## src/rtl/capture_ctrl.sv

```systemverilog
// Sample-buffer capture sequencer: fills pre-trigger history, waits for a trigger,
// collects the post-trigger samples into a circular buffer and reports its layout.
module capture_ctrl #(
   parameter int ADDR_W = 10
) (
   input  logic              clk,
   input  logic              resetn,
   input  logic              sample_en,
   input  logic [7:0]        data,
   input  logic              trigger_detected,
   input  logic              trig_force,
   input  logic              arm,
   input  logic              abort,
   input  logic [ADDR_W-1:0] pretrig_len,
   output logic              mem_we,
   output logic [ADDR_W-1:0] mem_waddr,
   output logic [7:0]        mem_wdata,
   output logic              busy,
   output logic              done,
   output logic [ADDR_W-1:0] trig_addr,
   output logic [ADDR_W-1:0] start_addr
);

   // state     | meaning
   // IDLE      | waiting for arm, no writes
   // FILL      | collecting pre-trigger history, only a forced trigger is honoured
   // WAIT_TRIG | rolling through the buffer until a trigger event
   // POST      | collecting the remaining post-trigger samples
   // DONE      | buffer valid, addresses held until arm or abort
   typedef enum logic [2:0] {IDLE, FILL, WAIT_TRIG, POST, DONE} state_t;

   state_t            state_q, state_d;
   logic [ADDR_W-1:0] ptr_q, ptr_d;
   logic [ADDR_W-1:0] cnt_q, cnt_d;
   logic [ADDR_W-1:0] pre_len_q, pre_len_d;
   logic [ADDR_W-1:0] post_cnt_q, post_cnt_d;
   logic [ADDR_W-1:0] trig_addr_q, trig_addr_d;
   logic [ADDR_W-1:0] start_addr_q, start_addr_d;

   logic              we;
   logic              fill_open;
   logic              trig_ev;
   logic [ADDR_W-1:0] pre_eff;
   logic [ADDR_W-1:0] post_rem;

   always_comb begin
      state_d      = state_q;
      ptr_d        = ptr_q;
      cnt_d        = cnt_q;
      pre_len_d    = pre_len_q;
      post_cnt_d   = post_cnt_q;
      trig_addr_d  = trig_addr_q;
      start_addr_d = start_addr_q;

      // FILL only writes (and checks triggers) while history is still short;
      // with a zero-length history it is a single idle cycle.
      fill_open = (cnt_q != pre_len_q);
      we = sample_en && !abort &&
           ((state_q == FILL && fill_open) || state_q == WAIT_TRIG || state_q == POST);
      trig_ev = (state_q == WAIT_TRIG && (trigger_detected || trig_force)) ||
                (state_q == FILL && fill_open && trig_force);
      pre_eff = (state_q == FILL) ? cnt_q : pre_len_q;

      // The write landing in the trigger cycle is the first post-trigger sample.
      post_rem = {ADDR_W{1'b1}} - pre_eff;
      if (we && post_rem != '0)
         post_rem = post_rem - ADDR_W'(1);

      if (we)
         ptr_d = ptr_q + ADDR_W'(1);

      if (abort) begin
         state_d = IDLE;
      end else if (trig_ev) begin
         trig_addr_d  = ptr_q - ADDR_W'(1);
         start_addr_d = ptr_q - ADDR_W'(1) - pre_eff;
         post_cnt_d   = post_rem;
         state_d      = (post_rem == '0) ? DONE : POST;
      end else begin
         case (state_q)
            IDLE, DONE: begin
               if (arm) begin
                  pre_len_d  = pretrig_len;
                  ptr_d      = '0;
                  cnt_d      = '0;
                  post_cnt_d = '0;
                  state_d    = FILL;
               end
            end
            FILL: begin
               if (we)
                  cnt_d = cnt_q + ADDR_W'(1);
               if (cnt_d == pre_len_q)
                  state_d = WAIT_TRIG;
            end
            POST: begin
               if (post_cnt_q == '0) begin
                  state_d = DONE;
               end else if (we) begin
                  post_cnt_d = post_cnt_q - ADDR_W'(1);
                  if (post_cnt_d == '0)
                     state_d = DONE;
               end
            end
            default: ;
         endcase
      end
   end

   always_ff @(posedge clk or negedge resetn) begin
      if (!resetn) begin
         state_q      <= IDLE;
         ptr_q        <= '0;
         cnt_q        <= '0;
         pre_len_q    <= '0;
         post_cnt_q   <= '0;
         trig_addr_q  <= '0;
         start_addr_q <= '0;
      end else begin
         state_q      <= state_d;
         ptr_q        <= ptr_d;
         cnt_q        <= cnt_d;
         pre_len_q    <= pre_len_d;
         post_cnt_q   <= post_cnt_d;
         trig_addr_q  <= trig_addr_d;
         start_addr_q <= start_addr_d;
      end
   end

   assign mem_we     = we;
   assign mem_waddr  = ptr_q;
   assign mem_wdata  = data;
   assign busy       = (state_q == FILL) || (state_q == WAIT_TRIG) || (state_q == POST);
   assign done       = (state_q == DONE);
   assign trig_addr  = trig_addr_q;
   assign start_addr = start_addr_q;

endmodule

```

## config.mk

```make
export PLATFORM = sky130hd
export DESIGN_NAME = capture_ctrl
export DESIGN_NICKNAME = d
export VERILOG_FILES = /design/src/rtl/capture_ctrl.sv
export SDC_FILE = /design/constraint.sdc
export NUM_CORES = 1
export LEC_CHECK = 0
export ABC_AREA = 1
export CELL_PAD_IN_SITES_DETAIL_PLACEMENT = 0
export CELL_PAD_IN_SITES_GLOBAL_PLACEMENT = 1
export CORE_UTILIZATION = 40
export DETAILED_ROUTE_END_ITERATION = 6
export PLACE_DENSITY = 0.83
export SYNTH_ARGS = -nofsm -noshare
export SYNTH_HDL_FRONTEND = slang
export SYNTH_SLANG_ARGS = --single-unit
```

## constraint.sdc

```tcl
create_clock -name clk -period 3.3 [get_ports clk]
set_input_delay 0.66 -clock clk [delete_from_list [all_inputs] [get_ports clk]]
set_output_delay 0.66 -clock clk [all_outputs]
set_load 0.05 [all_outputs]
```

# --- Yosys cells after proc, flatten, opt, wreduce, memory -nomap -nowiden ---
# Cells that the tools add are included.
word_totals:
  reg_bits: 63
  input_bits: 25
  output_inout_bits: 41
  wordCells: 83
classes:
  n_addsub: 7
  eq_ne: 14
  muxes: 26
  bitwise: 2
  reduce_logical: 27
ops:
  columns: ["op", "count"]
  rows:
  - ["$mux W10", 15]
  - ["$pmux W10 S2", 2]
  - ["$logic_not A10 Y1", 3]
  - ["$sub A10 B1 Y10 const B", 3]
  - ["$mux W3", 8]
  - ["$add A10 B1 Y10 const B", 2]
  - ["$eq A10 B10 Y1", 1]
  - ["$ne A10 B10 Y1", 1]
  - ["$ne A5 B5 Y1 const B", 2]
  - ["$reduce_and A5 Y1", 2]
  - ["$reduce_bool A10 Y1", 1]
  - ["$sub A10 B10 Y10", 1]
  - ["$sub A10 B10 Y10 const A", 1]
  - ["$ne A3 B3 Y1 const B", 3]
  - ["$pmux W3 S3", 1]
  - ["$reduce_and A4 Y1", 2]
  - ["$eq A3 B2 Y1 const B", 2]
  - ["$logic_and A1 B1 Y1", 6]
  - ["$logic_or A1 B1 Y1", 6]
  - ["$reduce_bool A5 Y1", 1]
  - ["$ne A4 B3 Y1 const B", 1]
  - ["$ne A4 B4 Y1 const B", 1]
  - ["$eq A3 B1 Y1 const B", 1]
  - ["$eq A3 B3 Y1 const B", 1]
  - ["8 further kinds", 9]

# --- Longest topological paths before layout ---
logic_depth:
  depth_word: 14
  depth_mapped: 21
  depth_no_buf: 20

# --- Worst setup path after synthesis ---
# OpenSTA, ideal clock, no wires.
synth_path:
  path_type: "register -> register"
  startpoint: "register ptr_q[0] (netlist: mem_waddr[0])"
  endpoint: "register start_addr_q[9] (netlist: start_addr[9])"
  setup_ps: 136
  t_arrival_ps: 2743
  required_time_ps: 3164
  slack_ps: 421
  path_stages_with_launch: 16
  n_path_buf: 0
  synth_period_minus_slack_ps: 2879
  path_cell_list: "dfrtp_1 > inv_1 > ha_1 > xor2_1 > ha_1 > nand2_1 > nor2_1 > a211oi_1 > o21ai_0 > nand3_1 > nand2_1 > nand2_1 > nand2_1 > a21oi_1 > xor2_1 > o21ai_0"
synth_via:
  elab_chain_len: 2
synth_lines:
  columns: ["element", "line", "rtl"]
  rows:
  - ["from (decl)", "33", "logic [ADDR_W-1:0] ptr_q, ptr_d;"]
  - ["from (signal assigned)", "121", "ptr_q <= ptr_d;"]
  - ["$sub A10 B1 Y10", "76", "start_addr_d = ptr_q - ADDR_W'(1) - pre_eff;"]
  - ["$sub A10 B10 Y10", "76", null]
  - ["to (signal assigned)", "126", "start_addr_q <= start_addr_d;"]
  - ["to (decl)", "38", "logic [ADDR_W-1:0] start_addr_q, start_addr_d;"]
# No other way between the ends.
# A chain may end at the register's enable or synchronous reset.

# --- Final worst setup path ---
layout_path:
  startpoint: "register state_q[2]"
  endpoint: "register start_addr_q[8] (netlist: start_addr[8])"
layout_via:
  elab_chain_len: 5
  word_cells_on_any_way: 9
  cone_classes: "add/sub: 1; eq/ne: 2; mux: 1; reduce/logical: 5"
layout_lines:
  columns: ["element", "line", "rtl"]
  rows:
  - ["from (decl)", "32", "state_t state_q, state_d;"]
  - ["from (signal assigned)", "120", "state_q <= state_d;"]
  - ["parallel branches: the longest is 5 deep, another holds $sub A10 B10 Y10", null, null]
# Parallel ways; which one is timed is not known.

==> out/summary.txt <==
initial drt markers = 284
met3 demand-to-capacity share in global routing = 3.05%
final clock period utilization by the worst path = 90.8%
leading cell type in the layout, fill and taps excluded = sky130_fd_sc_hd__nand2_1
met2 track demand over resource = 36.0%
Syn-to-layout area delta = 19.0%
DRC errors left = 8
total number of yosys warnings = 0
Required @ worst endpoint = 3.52 ns
CORE AREA = 11,600 sq um
antenna cells = 0
antenna violations before repair = 0
Synth async-reset ratio = 100%
commonest non-fill, non-tap cells in the layout = sky130_fd_sc_hd__nand2_1 (216), sky130_fd_sc_hd__inv_1 (89), sky130_fd_sc_hd__dfrtp_1 (63)
Max transition margin = 65.2%
sequential fraction of the synthesis area = 32.7%
final setup violating endpoints = 0
clk_skew = 0.0116 ns
RSZ-0062 raised after global routing = false
most heavily used metal layer in global routing = met2
Mean Syn Cell Area = 6.77 sq um
drt first pass iters = 7
vertical die dimension = 112 um
starting density of the core = 41.7%
clock insertion delay at the later pin of the skew report = 0.35 ns
flops & latches, synth = 63
failing checks = DRC
weighted congestion reported at the end of routability-driven placement = 0.854
highest clock rate = 0.334 GHz
clock transition at the register clock pins on the worst setup and hold paths after CTS = 0.06 ns
global-route total usage across every layer = 22.0%
final hold violation count = 0
Register-to-Register Setup Slack = 0.30 ns
total vias in the final route = 4,702
path type of the worst setup path = reg2reg
fraction of layout instances using a drive strength above 1 = 7.89%
wire length of the first global-routing pass = 21,700 um
clock tree buffer depth = 2
run status = complete, but fails checks
actual slew at the worst max-slew pin = 0.522 ns
syn_nets = 753
net total in the final layout = 797
total count of max-transition violations in the final report = 0
H-Tree Depth = 3
summed negative setup slack over all endpoints = 0 ns
TritonCTS clock tree = yes
hold bufs inserted after CTS = 0
WP data arrival = 3.22 ns
Gates resized, CTS repair = 0
type of element capturing the critical path = flip-flop
Die ar. = 12,500 sq um
number of sinks on the clock net = 63
total power divided by cell area = 1110 nW/um^2
# rows = 39
Yosys top cell area share = 32.7%
top post-synthesis cells by area = sky130_fd_sc_hd__dfrtp_1 (33%), sky130_fd_sc_hd__nand2_1 (17%), sky130_fd_sc_hd__inv_1 (6.9%)
dominant register cell in the synthesized netlist = sky130_fd_sc_hd__dfrtp_1
critical path launch point type = flip-flop
wire length per cell after detailed routing = 14.4 um
Hold/Removal Path Class = in2async
final critical path time including I/O delays and setup = 3.00 ns
top cell type by total area after synthesis = sky130_fd_sc_hd__dfrtp_1
total wirelength of the detailed-routed design = 13,000 um
root cell of the clock tree = sky130_fd_sc_hd__clkbuf_16
Post-Place Cell Area = 5420 sq um
Detail Route Antenna Nets = 0
leakage power = 2.74 nW
Hold Worst Slack = 0.104 ns
maximum vdd drop = 368 uV
number of buffers created by CTS = 9
number of top-level pins = 66
IO Port Bufs = 49
layout filler cell count = 1,130
number of library cell types mapped by synthesis = 40
number of buffers inserted to repair setup after CTS = 0
number of enable-type register cells in the synthesized netlist = 0
Max-cap violations = 0
CP max FO = 13
post-route cell area = 5730 sq um
Power Total = 6.34 mW
gate count of the mapped netlist = 712
half-perimeter wire length of the detailed placement result = 10,100 um
via/cell ratio = 5.21
met1 Usage GRT = 29.5%
largest net degree at the start of global routing = 40
number of global-route vias before repair = 4,481
aggregate global routing overflow = 0
DIE WIDTH = 112 um
Synth Cell Area = 4820 sq um
cell type report:
class                      instances  area (sq um)  share of cell area (%)
timing repair buffer              63           601                    10.5
inverter                          91           342                    5.96
multi-input combinational        528          2720                    47.5
tap                              143           179                    3.12
sequential                        63          1580                    27.5
clock inverter                     3          67.6                    1.18
clock buffer                      12           246                    4.30
critical path, stage by stage (launching register included):
cell and delay, ns:
sky130_fd_sc_hd__dfrtp_1 0.45, sky130_fd_sc_hd__nor2_4 0.25, sky130_fd_sc_hd__nand2_4 0.16, sky130_fd_sc_hd__nand2_1 0.12
sky130_fd_sc_hd__nand2_2 0.14, sky130_fd_sc_hd__ha_1 0.25, sky130_fd_sc_hd__fa_1 0.41, sky130_fd_sc_hd__o21ai_0 0.30
sky130_fd_sc_hd__a21oi_1 0.11, sky130_fd_sc_hd__inv_1 0.07, sky130_fd_sc_hd__a21oi_1 0.08, sky130_fd_sc_hd__inv_1 0.06
sky130_fd_sc_hd__a21oi_1 0.05, sky130_fd_sc_hd__o21ai_0 0.19, sky130_fd_sc_hd__xnor2_1 0.14, sky130_fd_sc_hd__o21ai_0 0.08
final timing paths:
kind,start,to,cells after the start
worst max-delay path,state_q[2],start_addr[8],15
worst min-delay path,resetn,mem_waddr[6],1
worst max register to register,state_q[2],start_addr[8],15
worst min register to register,trig_addr[5],trig_addr[5],2
max in group asynchronous,resetn,cnt_q[4],2
min in group clk,trig_addr[5],trig_addr[5],2
logic make-up (layout without fill, tap and decap cells):
kind of cell | Yosys count | in the layout | share of synthesized area [%]
DFF | 63 | 63 | 32.7
AOI/OAI and AO/OA | 80 | 80 | 9.37
adders and majority gates | 16 | 16 | 4.31
and+or+nand+nor | 396 | 396 | 36.3
xor gates and xnor gates | 36 | 36 | 6.54
buffers and inverters | 121 | 169 | 10.8
state kept, by name (all words and copies together) (netlist names):
name	count
cnt_q	10
state_q	3
mem_waddr	10
trig_addr	10
post_cnt_q	10
start_addr	10
pre_len_q	10
through the flow:
stage	cells	worst slack, ns	utilization (%)
after global routing	903	0.0132	49.6
after CTS	903	0.312	49.6
after global placement	888	0.413	46.9
after floorplan	712	0.421	-
after detailed placement	888	0.335	46.9
final	903	0.303	49.6
cells in the mapped netlist, types with 3 or more instances:
master	n
sky130_fd_sc_hd__nand2_2	11
sky130_fd_sc_hd__dfrtp_1	63
sky130_fd_sc_hd__nor4_1	5
sky130_fd_sc_hd__nand2_1	216
sky130_fd_sc_hd__buf_4	10
sky130_fd_sc_hd__inv_1	89
sky130_fd_sc_hd__nand4_1	19
sky130_fd_sc_hd__xor2_1	30
sky130_fd_sc_hd__o21ai_0	39
sky130_fd_sc_hd__nor2_4	3
sky130_fd_sc_hd__clkbuf_1	7
sky130_fd_sc_hd__o22ai_1	6
sky130_fd_sc_hd__nand3_1	54
sky130_fd_sc_hd__a31oi_1	11
sky130_fd_sc_hd__xnor2_1	6
sky130_fd_sc_hd__nor3_1	10
sky130_fd_sc_hd__ha_1	15
sky130_fd_sc_hd__nor2_1	62
sky130_fd_sc_hd__buf_2	8
sky130_fd_sc_hd__a21oi_1	16
sky130_fd_sc_hd__nor2_2	7
layer usage:
| metal | wire length (um) | share of wire [%] | vias up |
|---|---|---|---|
| met4 | 208 | 1.6 | 0 |
| met5 | 0 | 0 | - |
| li1 | - | - | 2364 |
| met1 | 5980 | 46 | 2183 |
| met2 | 6170 | 47 | 139 |
| met3 | 657 | 5.0 | 16 |
report_power, final:
group / internal, mW / switching (mW) / leakage (nW)
Combinational: 1.33 / 2.61 / 1.79
Sequential: 1.06 / 0.286 / 0.809
Clock: 0.678 / 0.367 / 0.149
Total: 3.07 / 3.27 / 2.74
No activity file was read; power rests on OpenSTA's default activity.
